[src/rtl/ym_clk_phase_gen.sv]
// ym_clk_phase_gen: two-phase, non-overlapping clock-enable generator.
//
// Derives the c1/c2 phase enables from MCLK and keeps the per-slot index and
// frame sync that downstream datapaths use to address per-slot state.
//
// Parameters:
//   DIV   - MCLK cycles per phase half-period (phase high + gap), >= 2
//   GAP   - MCLK cycles of non-overlap after each phase, 1 <= GAP <= DIV-1
//   SLOTS - slots per frame, >= 2
//
// Ports:
//   MCLK   in   master clock, all state updates on posedge
//   rst    in   synchronous active-high reset
//   c1     out  phase-1 enable (registered)
//   c2     out  phase-2 enable (registered)
//   slot   out  current slot index (registered)
//   sync   out  one-cycle pulse on the first cycle of PH1 in slot 0
//   halt   in   debug freeze request          (YM_CLKGEN_DBG_EN only)
//   step   in   debug single-period advance   (YM_CLKGEN_DBG_EN only)
//   halted out  phases frozen                 (YM_CLKGEN_DBG_EN only)
//
// Build option: define YM_CLKGEN_DBG_EN to add the halt/single-step facility.

module ym_clk_phase_gen #(
  parameter int unsigned DIV   = 6,
  parameter int unsigned GAP   = 1,
  parameter int unsigned SLOTS = 24
) (
  input  logic                     MCLK,
  input  logic                     rst,
  output logic                     c1,
  output logic                     c2,
  output logic [$clog2(SLOTS)-1:0] slot,
  output logic                     sync
`ifdef YM_CLKGEN_DBG_EN
  ,
  input  logic                     halt,
  input  logic                     step,
  output logic                     halted
`endif
);

  localparam int unsigned CntW  = $clog2(DIV);
  localparam int unsigned SlotW = $clog2(SLOTS);

  localparam logic [CntW-1:0]  PhLoad  = CntW'(DIV - GAP - 1);
  localparam logic [CntW-1:0]  GapLoad = CntW'(GAP - 1);
  localparam logic [SlotW-1:0] SlotMax = SlotW'(SLOTS - 1);

`ifdef YM_CLKGEN_DBG_EN
  typedef enum logic [2:0] {StPh1, StGap1, StPh2, StGap2, StHalt} state_e;
`else
  typedef enum logic [1:0] {StPh1, StGap1, StPh2, StGap2} state_e;
`endif

  state_e           state_q, state_d;
  logic [CntW-1:0]  cnt_q, cnt_d;
  logic [SlotW-1:0] slot_d;
  logic [SlotW-1:0] slot_inc;

  // Exact wrap for non-power-of-two slot counts.
  assign slot_inc = (slot == SlotMax) ? '0 : slot + SlotW'(1);

  always_comb begin
    state_d = state_q;
    cnt_d   = cnt_q;
    slot_d  = slot;
    if (cnt_q != '0) begin
      cnt_d = cnt_q - CntW'(1);
    end else begin
      case (state_q)
        StPh1: begin
          state_d = StGap1;
          cnt_d   = GapLoad;
        end
        StGap1: begin
          state_d = StPh2;
          cnt_d   = PhLoad;
        end
        StPh2: begin
          state_d = StGap2;
          cnt_d   = GapLoad;
        end
        StGap2: begin
`ifdef YM_CLKGEN_DBG_EN
          // Only this boundary is safe to freeze at: a full period has completed.
          if (halt) begin
            state_d = StHalt;
            cnt_d   = '0;
          end else
`endif
          begin
            state_d = StPh1;
            cnt_d   = PhLoad;
            slot_d  = slot_inc;
          end
        end
`ifdef YM_CLKGEN_DBG_EN
        StHalt: begin
          // Resume and single-step both start a new period; whether the block
          // re-halts is decided again at the end of GAP2.
          if (!halt || step) begin
            state_d = StPh1;
            cnt_d   = PhLoad;
            slot_d  = slot_inc;
          end
        end
`endif
        default: begin
          state_d = StGap2;
          cnt_d   = '0;
        end
      endcase
    end
  end

  always_ff @(posedge MCLK) begin
    if (rst) begin
      state_q <= StGap2;
      cnt_q   <= '0;
      slot    <= SlotMax;
      c1      <= 1'b0;
      c2      <= 1'b0;
      sync    <= 1'b0;
`ifdef YM_CLKGEN_DBG_EN
      halted  <= 1'b0;
`endif
    end else begin
      state_q <= state_d;
      cnt_q   <= cnt_d;
      slot    <= slot_d;
      // Outputs are decoded from the next state so they are flop outputs.
      c1      <= (state_d == StPh1);
      c2      <= (state_d == StPh2);
      sync    <= (state_d == StPh1) && (state_q != StPh1) && (slot_d == '0);
`ifdef YM_CLKGEN_DBG_EN
      halted  <= (state_d == StHalt);
`endif
    end
  end

endmodule

[config.mk]
export PLATFORM = sky130hd
export DESIGN_NAME = ym_clk_phase_gen
export DESIGN_NICKNAME = d
export VERILOG_FILES = /design/src/rtl/ym_clk_phase_gen.sv
export SDC_FILE = /design/constraint.sdc
export NUM_CORES = 1
export LEC_CHECK = 0
export ABC_AREA = 1
export BUFFER_PORTS_ARGS = -buffer_cell sky130_fd_sc_hd__clkbuf_2
export CELL_PAD_IN_SITES_DETAIL_PLACEMENT = 1
export CELL_PAD_IN_SITES_GLOBAL_PLACEMENT = 1
export CORE_ASPECT_RATIO = 1.1
export CORE_MARGIN = 5
export CORE_UTILIZATION = 34
export CTS_CLUSTER_SIZE = 8
export DETAILED_ROUTE_END_ITERATION = 8
export PLACE_DENSITY_LB_ADDON = 0.05
export SETUP_SLACK_MARGIN = 0.3
export SLEW_MARGIN = 20
export SYNTH_ARGS = -nofsm -noshare
export SYNTH_HDL_FRONTEND = slang
export SYNTH_SLANG_ARGS = --single-unit
[constraint.sdc]
create_clock -name MCLK -period 1.18 [get_ports MCLK]
set_input_delay 0 -clock MCLK [delete_from_list [all_inputs] [get_ports MCLK]]
set_output_delay 0 -clock MCLK [all_outputs]
set_load 0.005 [all_outputs]
* Word-level counts from Yosys, hierarchy flattened
Index checks and enable logic that the tools add are counted.
Storage, ports and cells: flip-flop bits (word level) 13, bits of input ports 2, output and inout port bits 8, logic and storage cells 29
Cells by class: reduce and logical (&&, ||, !) cells 9, muxes and demuxes 7, equality and inequality tests 5, $add $sub $neg 2
Operators by type and width (count):
- 5-bit 2-to-1 mux | 3
- 2-bit one-hot mux with 4 select lines | 1
- 2-bit == test (second input constant) | 3
- 3-bit one-hot mux with 2 select lines | 1
- 5-bit by 1-bit adder with 5-bit output (second input constant) | 1
- 5-bit == test (second input constant) | 1
- 5-bit zero test | 1
- 2-bit zero test | 2
- 2-bit OR reduction | 2
- 3-bit 2-to-1 mux | 1
- 3-bit nonzero test | 1
- 3-bit by 1-bit subtractor with 3-bit output (second input constant) | 1
- 2-bit by 1-bit == test with 1-bit output (second input constant) | 1
- 1-bit logical AND | 2
- 2-bit 2-to-1 mux | 1
- 2-bit nonzero test | 1

* Depth between registers and ports, before layout
depth in word-level cells 6, gate-level depth with buffers 9, gate-level depth less buffers 9

* Worst setup path before layout
No wires, ideal clock.
path type reg-to-reg, start point reg cnt_q[0], end point reg sync, stages on the path, launching flop included 10, clock period less this slack 1.235 ns, data arrival time 1.123 ns, setup time 0.111 ns, required time 1.069 ns, setup slack -0.055 ns, buffers on the path 0, cell sequence dfxtp_1 > inv_1 > ha_1 > inv_2 > nor2_4 > nand2_1 > o21ai_2 > nor2_1 > nand3_1 > nor2_1
Between the ends: cells in the longest elaborated chain, start to end 5, elaborated cells between the ends (all ways) 7, those cells by class 2 x mux; 5 x reduce/logical
Ends and longest elaborated chain:
- start, declared | RTL line 57 | logic [CntW-1:0] cnt_q, cnt_d;
- start signal, assigned | RTL line 130 | cnt_q <= cnt_d;
- 3-bit nonzero test * | RTL line 68 | if (cnt_q != '0) begin
- 2-bit 2-to-1 mux | RTL line 68
- 2-bit zero test | RTL line 135 | sync <= (state_d == StPh1) && (state_q != StPh1) && (slot_d == '0);
- 1-bit logical AND | RTL line 135
- 1-bit logical AND * | RTL line 135
- end signal, assigned | RTL line 135
- end, declared | RTL line 34 | output logic sync
Mark *: on every way between the ends. The rest lies on a longest branch, timed or not. A chain may end at the register's enable or synchronous reset.

* Worst setup path after layout
Same ends and word-level chain as after synthesis.

==> run_results.csv <==
group,metric,value,unit
drt,dr_wl_met2,1.07,mm
drt,avgViaCountPerCell,4.52,
final_layout,area.growth.synth_to_final,61.8,%
worst_setup_path,worst-setup-path-type,"reg2reg",
logic_synthesis,synthesis.nets,108,
run_status,status,"finished, violations left",
power,power.combinational.fraction,0.715,
logic_synthesis,yosysWarnings,0,
power,power.static_leakage,0.552,nW
final_layout,antennaDiodeCount,0,
drt,initialDrtViolationCount,4,
global_routing,global_route.overflow_total,0,
power,power_report.internal_total,0.00216,W
clock_tree,clock_tree.buffer_depth,2,
placed_design,dpl_cell_area,928,um2
clock_tree,worst_skew_pair.late_latency,0.28,ns
sta,timing_worst_slew_pin_value,0.233,ns
clock_tree,tritoncts,"yes",
sta,finalMaxSlewViolations,0,
worst_setup_path,worst-endpoint-arrival,1.53,ns
power,power.density_cell_area,3470,nW/um2
sta,finalCritPeriodShare,1.11,
worst_setup_path,cp-end-kind,"register",
final_layout,design_area,1140,um2
sta,final.hold.worst_slack,0.0509,ns
power,clockPowerShare,0.072,
drt,antenna_violating_nets_post_route,0,
floorplan,die-area,3080,um2
logic_synthesis,post_synth_num_cell_types,18,
drt,maxUsedRoutingLayer,"met4",
run_status,violations_in_the_final_reports,"setup timing",
worst_setup_path,crit_path_cell_trace,"inv_2 > ha_4 > buf_4 > nand3_4 > inv_1 > nand2_1 > nand3_2 > nand3_1 > nor2_1",
drt,wl_met1,798,um
sta,grt_setup_unrepaired,"yes",
power,overall_power_after_layout,0.00395,W
sta,period_minus_slack,1.31,ns
drt,remaining_drc_errors,0,
worst_setup_path,req_time_crit_path,1.40,ns
final_layout,nets,141,
logic_synthesis,yosys_register_bits,13,
worst_hold_path,hold_path_class,"in2reg",
floorplan,fp-row-count,17,
global_routing,track_usage,0.144,
floorplan,design.portCount,10,
power,power.switching_fraction,0.452,
clock_tree,clock_tree.root_cell,"clkbuf_4",
sta,tns_setup,-0.694,ns
worst_setup_path,crit_path_top_delay_cell,"dfxtp_2",
floorplan,start_util,0.352,
floorplan,dieHeight,57.7,um
drt,vias,718,
power,vdd.ir_drop.worst,1780,uV
worst_setup_path,crit_path_max_fanout,4,
clock_tree,clkSlewWorstSetupHoldPaths,0.08,ns
drt,drtPass1Iterations,3,
placed_design,routabilityCongestion,0.736,
power,power.switching,0.00179,W
clock_tree,cts_max_level,1,
final_layout,drive_gt1_frac,0.519,
logic_synthesis,synthesis.instances,99,
logic_synthesis,synth_sequential_area_ratio,0.369,
drt,detail_route.wl_per_cell,12.2,um
logic_synthesis,synthesis.area,704,um2
sta,timing.clock.skew,0.00329,ns
global_routing,first_pass_grt_wire_length,3.23,mm
global_routing,first_global_vias,742,
global_routing,grt_max_degree,9,
sta,pnr_worst_setup_slack,-0.125,ns
placed_design,dp_hpwl,1.40,mm
logic_synthesis,postSynthAreaPerCell,7.12,um2
drt,detail_route.wirelength,1.94,mm
sta,hold_viol_final,0,
clock_tree,clkSinkCount,13,
job,cap_violations,0,
worst_setup_path,timing.critical_path.from_type,"register",
floorplan,area_of_the_core,2000,um2
power,share_of_power_burned_in_registers,0.214,
drt,wl_met3,44,um
sta,timing.max_slew.rel_slack,0.844,
global_routing,grt_antenna_before_repair,0,
placed_design,portBuffers,9,
worst_setup_path,delay_contributed_by_the_slowest_stage_of_the_critical_path,0.33,ns
sta,fmaxAchievable,766,MHz
clock_tree,numCtsBuffers,3,
floorplan,fp.dieW,53.4,um
sta,timing.final.setup_violations,9,
[power groups by stage]
stage / Combinational (W) / Clock [W] / Sequential, W
5_1_grt: 0.00313 / 0.000331 / 0.000870
3_5_place_dp: 0.00212 / 0 / 0.000827
2_1_floorplan: 0.00138 / 0 / 0.000826
6_report: 0.00282 / 0.000283 / 0.000845
3_3_place_gp: 0.00207 / 0 / 0.000821
4_1_cts: 0.00244 / 0.000303 / 0.000827
[stage by stage]
| step | utilization | worst slack, ns | instances |
|---|---|---|---|
| floorplan | - | 0.0244 | 99 |
| global placement | 0.464 | -0.0464 | 147 |
| detailed placement | 0.464 | -0.106 | 147 |
| CTS | 0.523 | -0.0909 | 156 |
| global route | 0.570 | -0.237 | 159 |
| finish | 0.570 | -0.125 | 159 |
[flip-flops by register name, summed over array words and instances (netlist names)]
name     count
c2           1
slot         5
cnt_q        3
sync         1
state_q      2
c1           1
[critical path: cells and delay by family (launching register included)]
kind	cells	cell delay, ns
adder cells (fa/ha/maj)	1	0.16
buffers and inverters	3	0.30
flip-flops	1	0.33
AND/OR/NAND/NOR	5	0.46
[path summary, 6_finish.rpt]
| check | to | cells after the start | from | slack, ns |
|---|---|---|---|---|
| min | state_q[1]$_SDFF_PP1_ | 3 | rst | 0.05 |
| min reg2reg | cnt_q[0]$_SDFF_PP0_ | 1 | cnt_q[0]$_SDFF_PP0_ | 0.42 |
| max reg2reg | sync$_SDFF_PP0_ | 9 | cnt_q[0]$_SDFF_PP0_ | -0.13 |
| max | sync$_SDFF_PP0_ | 9 | cnt_q[0]$_SDFF_PP0_ | -0.13 |
[final cells by class]
cell class                 instances  area, um2
clock buffer                       4       26.3
fill                             253        860
timing repair buffer              28        238
tap                               28       35.0
multi-input combinational         69        498
inverter                          17       66.3
sequential                        13        277
[what timing repair did]
action / 4_1_cts / 5_1_grt
setup endpoints to repair: 16 / 18
gates resized for setup: 12 / 20
pin swaps: 6 / 6
hold buffers: 2 / 0
setup buffers: 3 / 3
endpoints found under the hold margin: 4 / 0
[placed cells by master, fill, tap and decap left out, drive strengths merged]
master	netlist	layout
o21ai	3	3
inv	16	16
clkbuf	0	10
nand3	12	12
dfxtp	13	13
clkinv	1	1
a21oi	2	2
nand2	25	25
nor2	16	16
ha	7	7
nor3	3	3
buf	0	20
dlygate4sd3	0	2
a211oi	1	1
[routing by layer]
| layer | global-route usage | vias up |
|---|---|---|
| met5 | 0 | - |
| met4 | 0.0438 | 0 |
| met3 | 0.0308 | 2 |
| met2 | 0.254 | 7 |
| met1 | 0.168 | 335 |
| li1 | - | 374 |
[kinds of logic after synthesis]
group / Yosys count / share of synthesized area
buf+inv: 17 / 0.0906
fa+ha+maj: 7 / 0.124
flops: 13 / 0.369
simple gates: 56 / 0.353
compound gates: 6 / 0.0622
[cell usage after synthesis]
| library cell | instances | area (um2) |
|---|---|---|
| nor2_4 | 1 | 11.3 |
| ha_1 | 7 | 87.6 |
| clkinv_1 | 1 | 3.75 |
| o21ai_2 | 2 | 17.5 |
| nand3_2 | 1 | 10.0 |
| nand2_1 | 23 | 86.3 |
| a21oi_2 | 1 | 8.76 |
| a21oi_1 | 1 | 5.00 |
| nor2_2 | 1 | 6.26 |
| nor2_1 | 14 | 52.6 |
| nand2_2 | 2 | 12.5 |
| nor3_1 | 3 | 15.0 |
| a211oi_1 | 1 | 7.51 |
| nand3_1 | 11 | 55.1 |
| o21ai_0 | 1 | 5.00 |
| dfxtp_1 | 13 | 260 |
| inv_1 | 12 | 45.0 |
| inv_2 | 4 | 15.0 |
(Power assumes the default switching activity.)
